<file path="config.mk">
export PLATFORM = sky130hd
export DESIGN_NAME = i2c_master_scheduler
export DESIGN_NICKNAME = d
export VERILOG_FILES = /design/src/rtl/i2c_pkg.sv /design/src/rtl/i2c_master_scheduler_rr_arbiter.sv /design/src/rtl/i2c_master_scheduler.sv
export SDC_FILE = /design/constraint.sdc
export NUM_CORES = 1
export LEC_CHECK = 0
export CORE_MARGIN = 2
export CORE_UTILIZATION = 39
export CTS_CLUSTER_SIZE = 10
export DETAILED_ROUTE_END_ITERATION = 10
export GPL_TIMING_DRIVEN = 0
export PLACE_DENSITY_LB_ADDON = 0.3
export SYNTH_ARGS = -nofsm -noshare
export SYNTH_HDL_FRONTEND = slang
export SYNTH_SLANG_ARGS = --single-unit
</file>
<file path="constraint.sdc">
create_clock -name clk -period 2.15 [get_ports clk]
set_clock_uncertainty 0.15 [all_clocks]
set_input_delay 0.215 -clock clk [delete_from_list [all_inputs] [get_ports clk]]
set_output_delay 0.215 -clock clk [all_outputs]
set_load 0.05 [all_outputs]
</file>
<file path="src/rtl/i2c_pkg.sv">
// ----------------------------------------------------------------------------
// i2c_pkg
// Shared types for the I2C master scheduler:
//   sched_state_t  - scheduler FSM states
//   sched_status_t - completion status reported with the done pulse
//   req_cfg_t      - per-requester transaction configuration (addr/mode/dir/len)
//   idx_width()    - index width helper that never returns 0
// ----------------------------------------------------------------------------
package i2c_pkg;

   localparam int ADDR_W = 10;
   localparam int LEN_W  = 8;

   typedef enum logic [2:0] {
      IDLE      = 3'd0,
      WAIT_LINE = 3'd1,
      START     = 3'd2,
      ACTIVE    = 3'd3,
      BACKOFF   = 3'd4,
      DONE      = 3'd5
   } sched_state_t;

   typedef enum logic [1:0] {
      OK       = 2'd0,
      NACK     = 2'd1,
      ARB_FAIL = 2'd2
   } sched_status_t;

   typedef struct packed {
      logic [ADDR_W-1:0] addr;
      logic              mode;
      logic              dir;
      logic [LEN_W-1:0]  len;
   } req_cfg_t;

   localparam int CFG_W = $bits(req_cfg_t);

   // Width needed to hold values 0..n-1, clamped to at least one bit.
   function automatic int idx_width(input int n);
      return (n > 1) ? $clog2(n) : 1;
   endfunction

endpackage

</file>
<file path="src/rtl/i2c_master_scheduler_rr_arbiter.sv">
// ----------------------------------------------------------------------------
// rr_arbiter
// Purely combinational round-robin selector.
// Ports:
//   i_req      [NUM_REQ-1:0] - request vector
//   i_last_idx [IDX_W-1:0]   - index of the previous winner
//   o_winner   [NUM_REQ-1:0] - one-hot winner (all zero when no request)
// Search starts at the index just above i_last_idx and wraps around.
// ----------------------------------------------------------------------------
module rr_arbiter
   import i2c_pkg::*;
#(
   parameter int NUM_REQ = 4,
   parameter int IDX_W   = idx_width(NUM_REQ)
) (
   input  logic [NUM_REQ-1:0] i_req,
   input  logic [IDX_W-1:0]   i_last_idx,
   output logic [NUM_REQ-1:0] o_winner
);

   logic [NUM_REQ-1:0] w_mask;
   logic [NUM_REQ-1:0] w_masked;
   logic [NUM_REQ-1:0] w_pick;

   // Mask keeps only requesters strictly above the previous winner.
   for (genvar gi = 0; gi < NUM_REQ; gi++) begin : g_mask
      assign w_mask[gi] = (IDX_W'(gi) > i_last_idx);
   end

   assign w_masked = i_req & w_mask;
   // Nothing above the last winner: wrap and take the lowest requester overall.
   assign w_pick   = (|w_masked) ? w_masked : i_req;
   // Isolate the lowest set bit.
   assign o_winner = w_pick & (~w_pick + NUM_REQ'(1));

endmodule

</file>
<file path="src/rtl/i2c_master_scheduler.sv">
// ----------------------------------------------------------------------------
// i2c_master_scheduler
// Arbitrates NUM_REQ requesters onto a single I2C master, waits for a free
// line, issues the start handshake, handles arbitration loss with bounded
// retries and backoff, and reports completion with a one-cycle done pulse.
// Ports:
//   clk, n_rst                      - clock, synchronous active-low reset
//   req/req_addr/req_addr_mode/
//   req_dir/req_len                 - per-requester request and configuration
//   grant                           - one-hot owner of the master
//   done, done_status               - completion pulse and status
//   line_busy                       - bus busy from the master
//   transaction_begin               - start request to the master
//   transaction_begin_clear         - master accepted the start
//   set_transaction_complete,
//   ack_error_set,
//   set_arbitration_lost            - master status events
//   bus_address/address_mode/
//   data_direction/packet_size      - latched configuration of the winner
// ----------------------------------------------------------------------------
module i2c_master_scheduler
   import i2c_pkg::*;
#(
   parameter int NUM_REQ        = 4,
   parameter int MAX_RETRY      = 3,
   parameter int BACKOFF_CYCLES = 64
) (
   input  logic                    clk,
   input  logic                    n_rst,
   input  logic [NUM_REQ-1:0]      req,
   input  logic [10*NUM_REQ-1:0]   req_addr,
   input  logic [NUM_REQ-1:0]      req_addr_mode,
   input  logic [NUM_REQ-1:0]      req_dir,
   input  logic [8*NUM_REQ-1:0]    req_len,
   output logic [NUM_REQ-1:0]      grant,
   output logic                    done,
   output logic [1:0]              done_status,
   input  logic                    line_busy,
   output logic                    transaction_begin,
   input  logic                    transaction_begin_clear,
   input  logic                    set_transaction_complete,
   input  logic                    ack_error_set,
   input  logic                    set_arbitration_lost,
   output logic [9:0]              bus_address,
   output logic                    address_mode,
   output logic                    data_direction,
   output logic [7:0]              packet_size
);

   localparam int IDX_W   = idx_width(NUM_REQ);
   localparam int RETRY_W = idx_width(MAX_RETRY + 1);
   localparam int BK_W    = idx_width(BACKOFF_CYCLES);

   sched_state_t        r_state;
   sched_status_t       r_status;
   logic [NUM_REQ-1:0]  r_grant;
   logic [IDX_W-1:0]    r_last_idx;
   logic [IDX_W-1:0]    r_grant_idx;
   logic [RETRY_W-1:0]  r_retry;
   logic [BK_W-1:0]     r_bk_cnt;
   logic                r_done;
   logic                r_begin;
   req_cfg_t            r_cfg;

   logic [NUM_REQ-1:0]              w_winner;
   logic [NUM_REQ:0][IDX_W-1:0]     w_idx_chain;
   logic [NUM_REQ:0][CFG_W-1:0]     w_cfg_chain;
   logic [IDX_W-1:0]                w_win_idx;
   req_cfg_t                        w_win_cfg;

   rr_arbiter #(
      .NUM_REQ (NUM_REQ),
      .IDX_W   (IDX_W)
   ) u_rr_arbiter (
      .i_req      (req),
      .i_last_idx (r_last_idx),
      .o_winner   (w_winner)
   );

   // One-hot winner -> index and configuration through AND-OR chains.
   assign w_idx_chain[0] = '0;
   assign w_cfg_chain[0] = '0;
   for (genvar gi = 0; gi < NUM_REQ; gi++) begin : g_sel
      req_cfg_t w_cfg_i;
      assign w_cfg_i = {req_addr[10*gi +: 10], req_addr_mode[gi], req_dir[gi], req_len[8*gi +: 8]};
      assign w_idx_chain[gi+1] = w_idx_chain[gi] | (w_winner[gi] ? IDX_W'(gi) : '0);
      assign w_cfg_chain[gi+1] = w_cfg_chain[gi] | (w_winner[gi] ? w_cfg_i : '0);
   end
   assign w_win_idx = w_idx_chain[NUM_REQ];
   assign w_win_cfg = w_cfg_chain[NUM_REQ];

   always_ff @(posedge clk) begin
      if (!n_rst) begin
         r_state     <= IDLE;
         r_status    <= OK;
         r_grant     <= '0;
         r_last_idx  <= IDX_W'(NUM_REQ - 1);   // first search starts at 0
         r_grant_idx <= '0;
         r_retry     <= '0;
         r_bk_cnt    <= '0;
         r_done      <= 1'b0;
         r_begin     <= 1'b0;
         r_cfg       <= '0;
      end else begin
         r_done <= 1'b0;
         case (r_state)
            IDLE: begin
               if (|req) begin
                  r_grant     <= w_winner;
                  r_grant_idx <= w_win_idx;
                  r_cfg       <= w_win_cfg;
                  r_state     <= WAIT_LINE;
               end
            end
            WAIT_LINE: begin
               if (!line_busy) begin
                  r_state <= START;
                  r_begin <= 1'b1;
               end
            end
            START, ACTIVE: begin
               // Arbitration loss outranks NACK, which outranks completion.
               if (set_arbitration_lost) begin
                  r_begin <= 1'b0;
                  if (r_retry < RETRY_W'(MAX_RETRY)) begin
                     r_retry  <= r_retry + RETRY_W'(1);
                     r_bk_cnt <= '0;
                     r_state  <= BACKOFF;
                  end else begin
                     r_status <= ARB_FAIL;
                     r_done   <= 1'b1;
                     r_state  <= DONE;
                  end
               end else if (ack_error_set) begin
                  r_begin  <= 1'b0;
                  r_status <= NACK;
                  r_done   <= 1'b1;
                  r_state  <= DONE;
               end else if (set_transaction_complete) begin
                  r_begin  <= 1'b0;
                  r_status <= OK;
                  r_done   <= 1'b1;
                  r_state  <= DONE;
               end else if (r_state == START && transaction_begin_clear) begin
                  r_begin <= 1'b0;
                  r_state <= ACTIVE;
               end
            end
            BACKOFF: begin
               if (r_bk_cnt == BK_W'(BACKOFF_CYCLES - 1)) begin
                  r_bk_cnt <= '0;
                  r_state  <= WAIT_LINE;
               end else begin
                  r_bk_cnt <= r_bk_cnt + BK_W'(1);
               end
            end
            DONE: begin
               // Configuration outputs keep their value until the next latch.
               r_grant    <= '0;
               r_last_idx <= r_grant_idx;
               r_retry    <= '0;
               r_state    <= IDLE;
            end
            default: r_state <= IDLE;
         endcase
      end
   end

   assign grant             = r_grant;
   assign done              = r_done;
   assign done_status       = r_status;
   assign transaction_begin = r_begin;
   assign bus_address       = r_cfg.addr;
   assign address_mode      = r_cfg.mode;
   assign data_direction    = r_cfg.dir;
   assign packet_size       = r_cfg.len;

endmodule

</file>
Word level (Yosys, flattened, before mapping). Cells that the tools add are included.

Register bits: 43. Input bits: 91. Output and inout bits: 28. Logic and storage cells: 100.

Add/sub/neg operators: 3. Magnitude comparators: 5. Equal/unequal tests: 13. Mux-type cells: 40. Bitwise logic cells: 8. Reduce and logical (&&, ||, !) cells: 18.

Operators by type and width (number): 20-bit two-way mux (4); 20-bit OR (3); 3-bit two-way mux (7); 6-bit two-way mux (3); 2-bit two-way mux (8); 2-bit != test, second input constant (6); 3-bit case mux with 4 select lines (1); 6-bit case mux with 2 select lines (1); 3-bit AND reduction (4); 1-bit two-way mux (11); 4-bit bitwise AND (2); 4-bit two-way mux (2); 4-bit case mux with 2 select lines (1); 2-bit nonzero test (4); 4-bit OR reduction (2); 6-bit by 1-bit adder with 6-bit output, second input constant (1); 3-bit by 2-bit equality test with 1-bit output, second input constant (2); 3-bit equality test, second input constant (2); 6-bit equality test, second input constant (1); 2-bit AND reduction (3); 5-bit != test, second input constant (1); 4-bit by 1-bit adder with 4-bit output, second input constant (1); 1-bit by 2-bit greater-than comparator with 1-bit output, first input constant (2); 2-bit greater-than comparator, first input constant (2); other kinds (13) (13).

Depth between registers and ports, before layout.
Word-level depth: 11. Mapped depth: 7.

Hierarchy. A second synthesis with hierarchy kept.

Cell total of the unflattened synthesis: 245. Area, all modules: 2263.4 sq um.

Modules (own cells, without submodules): i2c_master_scheduler (times used 1, cells each 228, area an instance 2158.3 sq um, sequential area each 860.8 sq um); rr_arbiter (times used 1, cells each 17, area an instance 105.1 sq um, sequential area each 0.0 sq um).

Worst setup path after synthesis. OpenSTA, ideal clock, no wires.

Path type: reg2reg. Start point: register r_state[0]. End point: register r_cfg, in the netlist data_direction. Data arrival time: 1.511 ns. Slack: 0.358 ns. Cell stages (with the launch flop): 7. Buffers on the path: 3. Period minus slack after synthesis: 1.792 ns. Cell sequence: dfxtp_1 -> buf_2 -> or4_1 -> buf_4 -> buf_6 -> a221oi_2 -> o32ai_2.

Cells in the longest elaborated chain, start to end: 2.

RTL lines: from (decl) (line i2c_master_scheduler.sv:54) `sched_state_t r_state;`; from (signal assigned) (line i2c_master_scheduler.sv:94) `r_state <= IDLE;`; from (signal assigned) (line i2c_master_scheduler.sv:112) `r_state <= WAIT_LINE;`; from (signal assigned) (line i2c_master_scheduler.sv:117) `r_state <= START;`; 3-bit zero test (line i2c_master_scheduler.sv:106) `case (r_state)`; 2-bit AND reduction (no source line); to (signal assigned) (line i2c_master_scheduler.sv:111) `r_cfg <= w_win_cfg;`; to (decl) (line i2c_master_scheduler.sv:63) `req_cfg_t r_cfg;`.

No other way between the ends. A chain may end at the register's enable or synchronous reset.

Worst setup path after layout.
Start point: input req[1]. End point: register r_cfg, in the netlist bus_address[5].

Cells in the longest elaborated chain, start to end: 10.

RTL lines: from (decl) (line i2c_master_scheduler.sv:30) `input logic [NUM_REQ-1:0] req,`; 4-bit bitwise AND (line i2c_master_scheduler_rr_arbiter.sv:30) `assign w_masked = i_req & w_mask;`; 4-bit OR reduction (line i2c_master_scheduler_rr_arbiter.sv:32) `assign w_pick = (|w_masked) ? w_masked : i_req;`; 4-bit two-way mux (line i2c_master_scheduler_rr_arbiter.sv:32); 4-bit NOT (line i2c_master_scheduler_rr_arbiter.sv:34) `assign o_winner = w_pick & (~w_pick + NUM_REQ'(1));`; 4-bit by 1-bit adder with 4-bit output (line i2c_master_scheduler_rr_arbiter.sv:34); 4-bit bitwise AND (line i2c_master_scheduler_rr_arbiter.sv:34); 20-bit two-way mux (line i2c_master_scheduler.sv:87) `assign w_cfg_chain[gi+1] = w_cfg_chain[gi] | (w_winner[gi] ? w_cfg_i : '0);`; 20-bit OR (3 in a row) (line i2c_master_scheduler.sv:87).

Several ways; a longest one is shown, not always the timed one.

==> out/metrics.cfg <==
[run_status]
status=completed

[cells_and_area]
fin_util_pct=65.3
drive_above_1_share_pct=8.67
syn_to_final_growth_pct=60.6
diodes=0
nFillCells=495
nNetsFinal=484

[yosys]
yosys_warnings=0
synth-edff-count=0
yosys_register_bits=43
syn_inst=266
ys_types=44
synth_seq_area_share_pct=38.2
synthesis.area_um2=2250
yosys.area.top_type_share_pct=38.2
syn_nets=359
synth_most_common_cell=a21oi_1
async_flop_share_pct=0
synth_area_per_cell_um2=8.47
synth_top_flop_cell=dfxtp_1
yosys-top-cells-area=dfxtp_1, a21oi_1, o21ai_0, a222oi_1, a221oi_2
yosys-top-cells-count=a21oi_1, dfxtp_1, o21ai_0
synth_top_area_cell=dfxtp_1

[global_routing]
grt_use_total_pct=24.2
grt_max_degree=13
grt_pass1_wl_um=12000
antenna_found_initial=0
grt_pass1_vias=2536
overflow=0

[pwr]
p_sw_share_pct=35.4
power_density_nw_per_um2=632
p_leak_nw=1.34
power.clock.fraction_pct=22.2
ir_drop_uv=370
combPwrFrac_pct=38.4
total_power_mw=2.29
intPower_mw=1.48
netSwitchingPower_mw=0.810
seqPwrFrac_pct=39.5

[worst_setup_path]
crit_required_ns=2.18
slowest_stage=clkdlybuf4s50_1
arrival_ns=2.09
r2r_cells=7
startpoint_type=primary input
cp_slowest_stage_delay_ns=0.60
crit_path_end_kind=register
reg2reg_from=r_last_idx[1]$_SDFFE_PN1P_
cp_common_cell=a21oi_1
path_cells=clkdlybuf4s50_1 > or2_1 > a21oi_1 > o21a_1 > buf_2 > a222oi_1 > a21oi_1
crit_type=in2reg
startpoint=req[1]
critPathMaxFanout=10

[clock_tree]
clkTransAtPathRegs_ns=0.08
root_buffer=clkbuf_8
cts_tree=built
postCtsSetupBuffers=0
postCtsHoldBufs=0
cts_made_buffers=5
htree_levels=2
clk_latency_ns=0.30
clock_sinks=43
cts_buffer_depth=2

[job]
max_cap_violations=0

[drt]
wl_um=7680
wl_per_cell_um=16.5
vias=2637
first_pass_iters=5
drt_iter0_markers=127
drc_errors=0
ant_nets=0
viasPerCell=5.68

[min_path]
worstHoldStart=grant[0]$_SDFFE_PN0P_
min_path_cells=2
hp-class=reg2reg

[die]
die_h_um=80.0
die-area_um2=6400
initial_core_util_pct=40.7
pin_count=119
coreArea_um2=5540
num_rows=27
die_width_um=80.0

[sta]
hold_violations=0
max_freq_mhz=485
worstMarginPinSlew_ns=0.543
fin_crit_sh_pct=95.9
finalCriticalPeriod_ns=2.06
relSlewSlack_pct=63.7
fin_hold_ws_ns=0.322
fin_ws_ns=0.0888
setup_viol=0
slew_viol_final=0
rsz0062_at_grt=yes

[placed_design]
dpl_worst_slack_ns=-0.332
place.port_buffers=118
hpwl_um=5880
routabilityCongestion=0.811

[registers in the layout, summed over array words and instances (netlist names)]
signal	cells
r_last_idx	2
r_grant_idx	2
bus_address	10
r_bk_cnt	6
transaction_begin	1
r_state	3
address_mode	1
packet_size	8
done	1
r_retry	2
grant	4
done_status	2
data_direction	1
[logic make-up (layout without fill, tap and decap cells)]
| group | after synthesis | after routing | synth area share [%] |
|---|---|---|---|
| AO/OA/AOI/OAI | 125 | 125 | 38.8 |
| XOR/XNOR | 3 | 3 | 1.17 |
| adder cells (fa/ha/maj) | 2 | 2 | 1.11 |
| buffers and inverters | 31 | 157 | 6.55 |
| flip-flops | 43 | 43 | 38.2 |
| multiplexers | 2 | 2 | 0.888 |
| AND/OR/NAND/NOR | 60 | 60 | 13.3 |
[final cells by class]
cell class	count	area [um^2]	share of cell area, %
Clock buffer	7	76.3	2.11
Timing Repair Buffer	118	1180	32.7
Sequential cell	43	861	23.8
Inverter	8	30.0	0.830
Buffer	23	120	3.32
Multi-Input combinational cell	192	1250	34.6
Clock inverter	1	5.00	0.138
Tap cell	72	90.1	2.49
[path summary, 6_finish.rpt]
kind                            slack, ns                     endpoint
worst max-delay path                 0.09  bus_address[5]$_SDFFE_PN0P_
worst min register to register       0.32        grant[0]$_SDFFE_PN0P_
worst min-delay path                 0.32        grant[0]$_SDFFE_PN0P_
worst max register to register       0.13  bus_address[5]$_SDFFE_PN0P_
[power by group through the flow]
stage / sequential, mW / clock, mW / combinational [mW]
6_report: 0.902 / 0.507 / 0.877
4_1_cts: 0.902 / 0.518 / 0.875
2_1_floorplan: 1.13 / 0 / 0.274
3_5_place_dp: 0.919 / 0 / 0.872
3_3_place_gp: 0.918 / 0 / 0.864
5_1_grt: 0.912 / 0.549 / 0.935
[placed cells by master (no fill, tap or decap), drive strengths merged, types with 2 or more instances in the layout]
cell / Yosys / layout
nor3b: 2 / 2
clkdlybuf4s50: 0 / 117
clkbuf: 10 / 17
nor4: 2 / 2
a31oi: 3 / 3
nand3: 7 / 7
and3: 2 / 2
a22oi: 7 / 7
nor2: 16 / 16
dfxtp: 43 / 43
clkinv: 1 / 2
mux2i: 2 / 2
xor2: 2 / 2
ha: 2 / 2
a21oi: 44 / 44
nand2: 14 / 14
o32ai: 8 / 8
o21a: 3 / 3
a221oi: 7 / 7
inv: 7 / 7
a222oi: 13 / 13
o21ai: 30 / 30
o22a: 2 / 2
nand2b: 6 / 6
buf: 13 / 13
nor3: 6 / 6
[critical path: cells and delay by family]
| kind | cells | cell delay, ns |
|---|---|---|
| buffers and inverters | 2 | 0.83 |
| AOI/OAI and AO/OA | 4 | 0.85 |
| and+or+nand+nor | 1 | 0.19 |
[timing repair]
| action | CTS | global route |
|---|---|---|
| setup endpoints to repair | 2 | 13 |
| pin swaps | 0 | 3 |
| endpoints found under the hold margin | 0 | 0 |
| resized for setup | 1 | 4 |
[per-layer routing]
layer  track usage, %  vias to the layer above  part of all wire, %
met2             40.7                      121                   50
met1             28.7                     1235                   40
met3             8.60                        9                  9.5
li1                 -                     1272                    -
met5                0                        -                    0
met4             7.46                        0                  1.1
[metrics by stage]
step	setup TNS [ns]	instances	area (um^2)
after floorplan	0	266	2250
after global placement	-4.90	456	3520
after global routing	-0.0376	464	3620
after CTS	0	464	3610
final	0	464	3620
after detailed placement	-5.81	456	3520
Power figures use the tool's default switching activity.
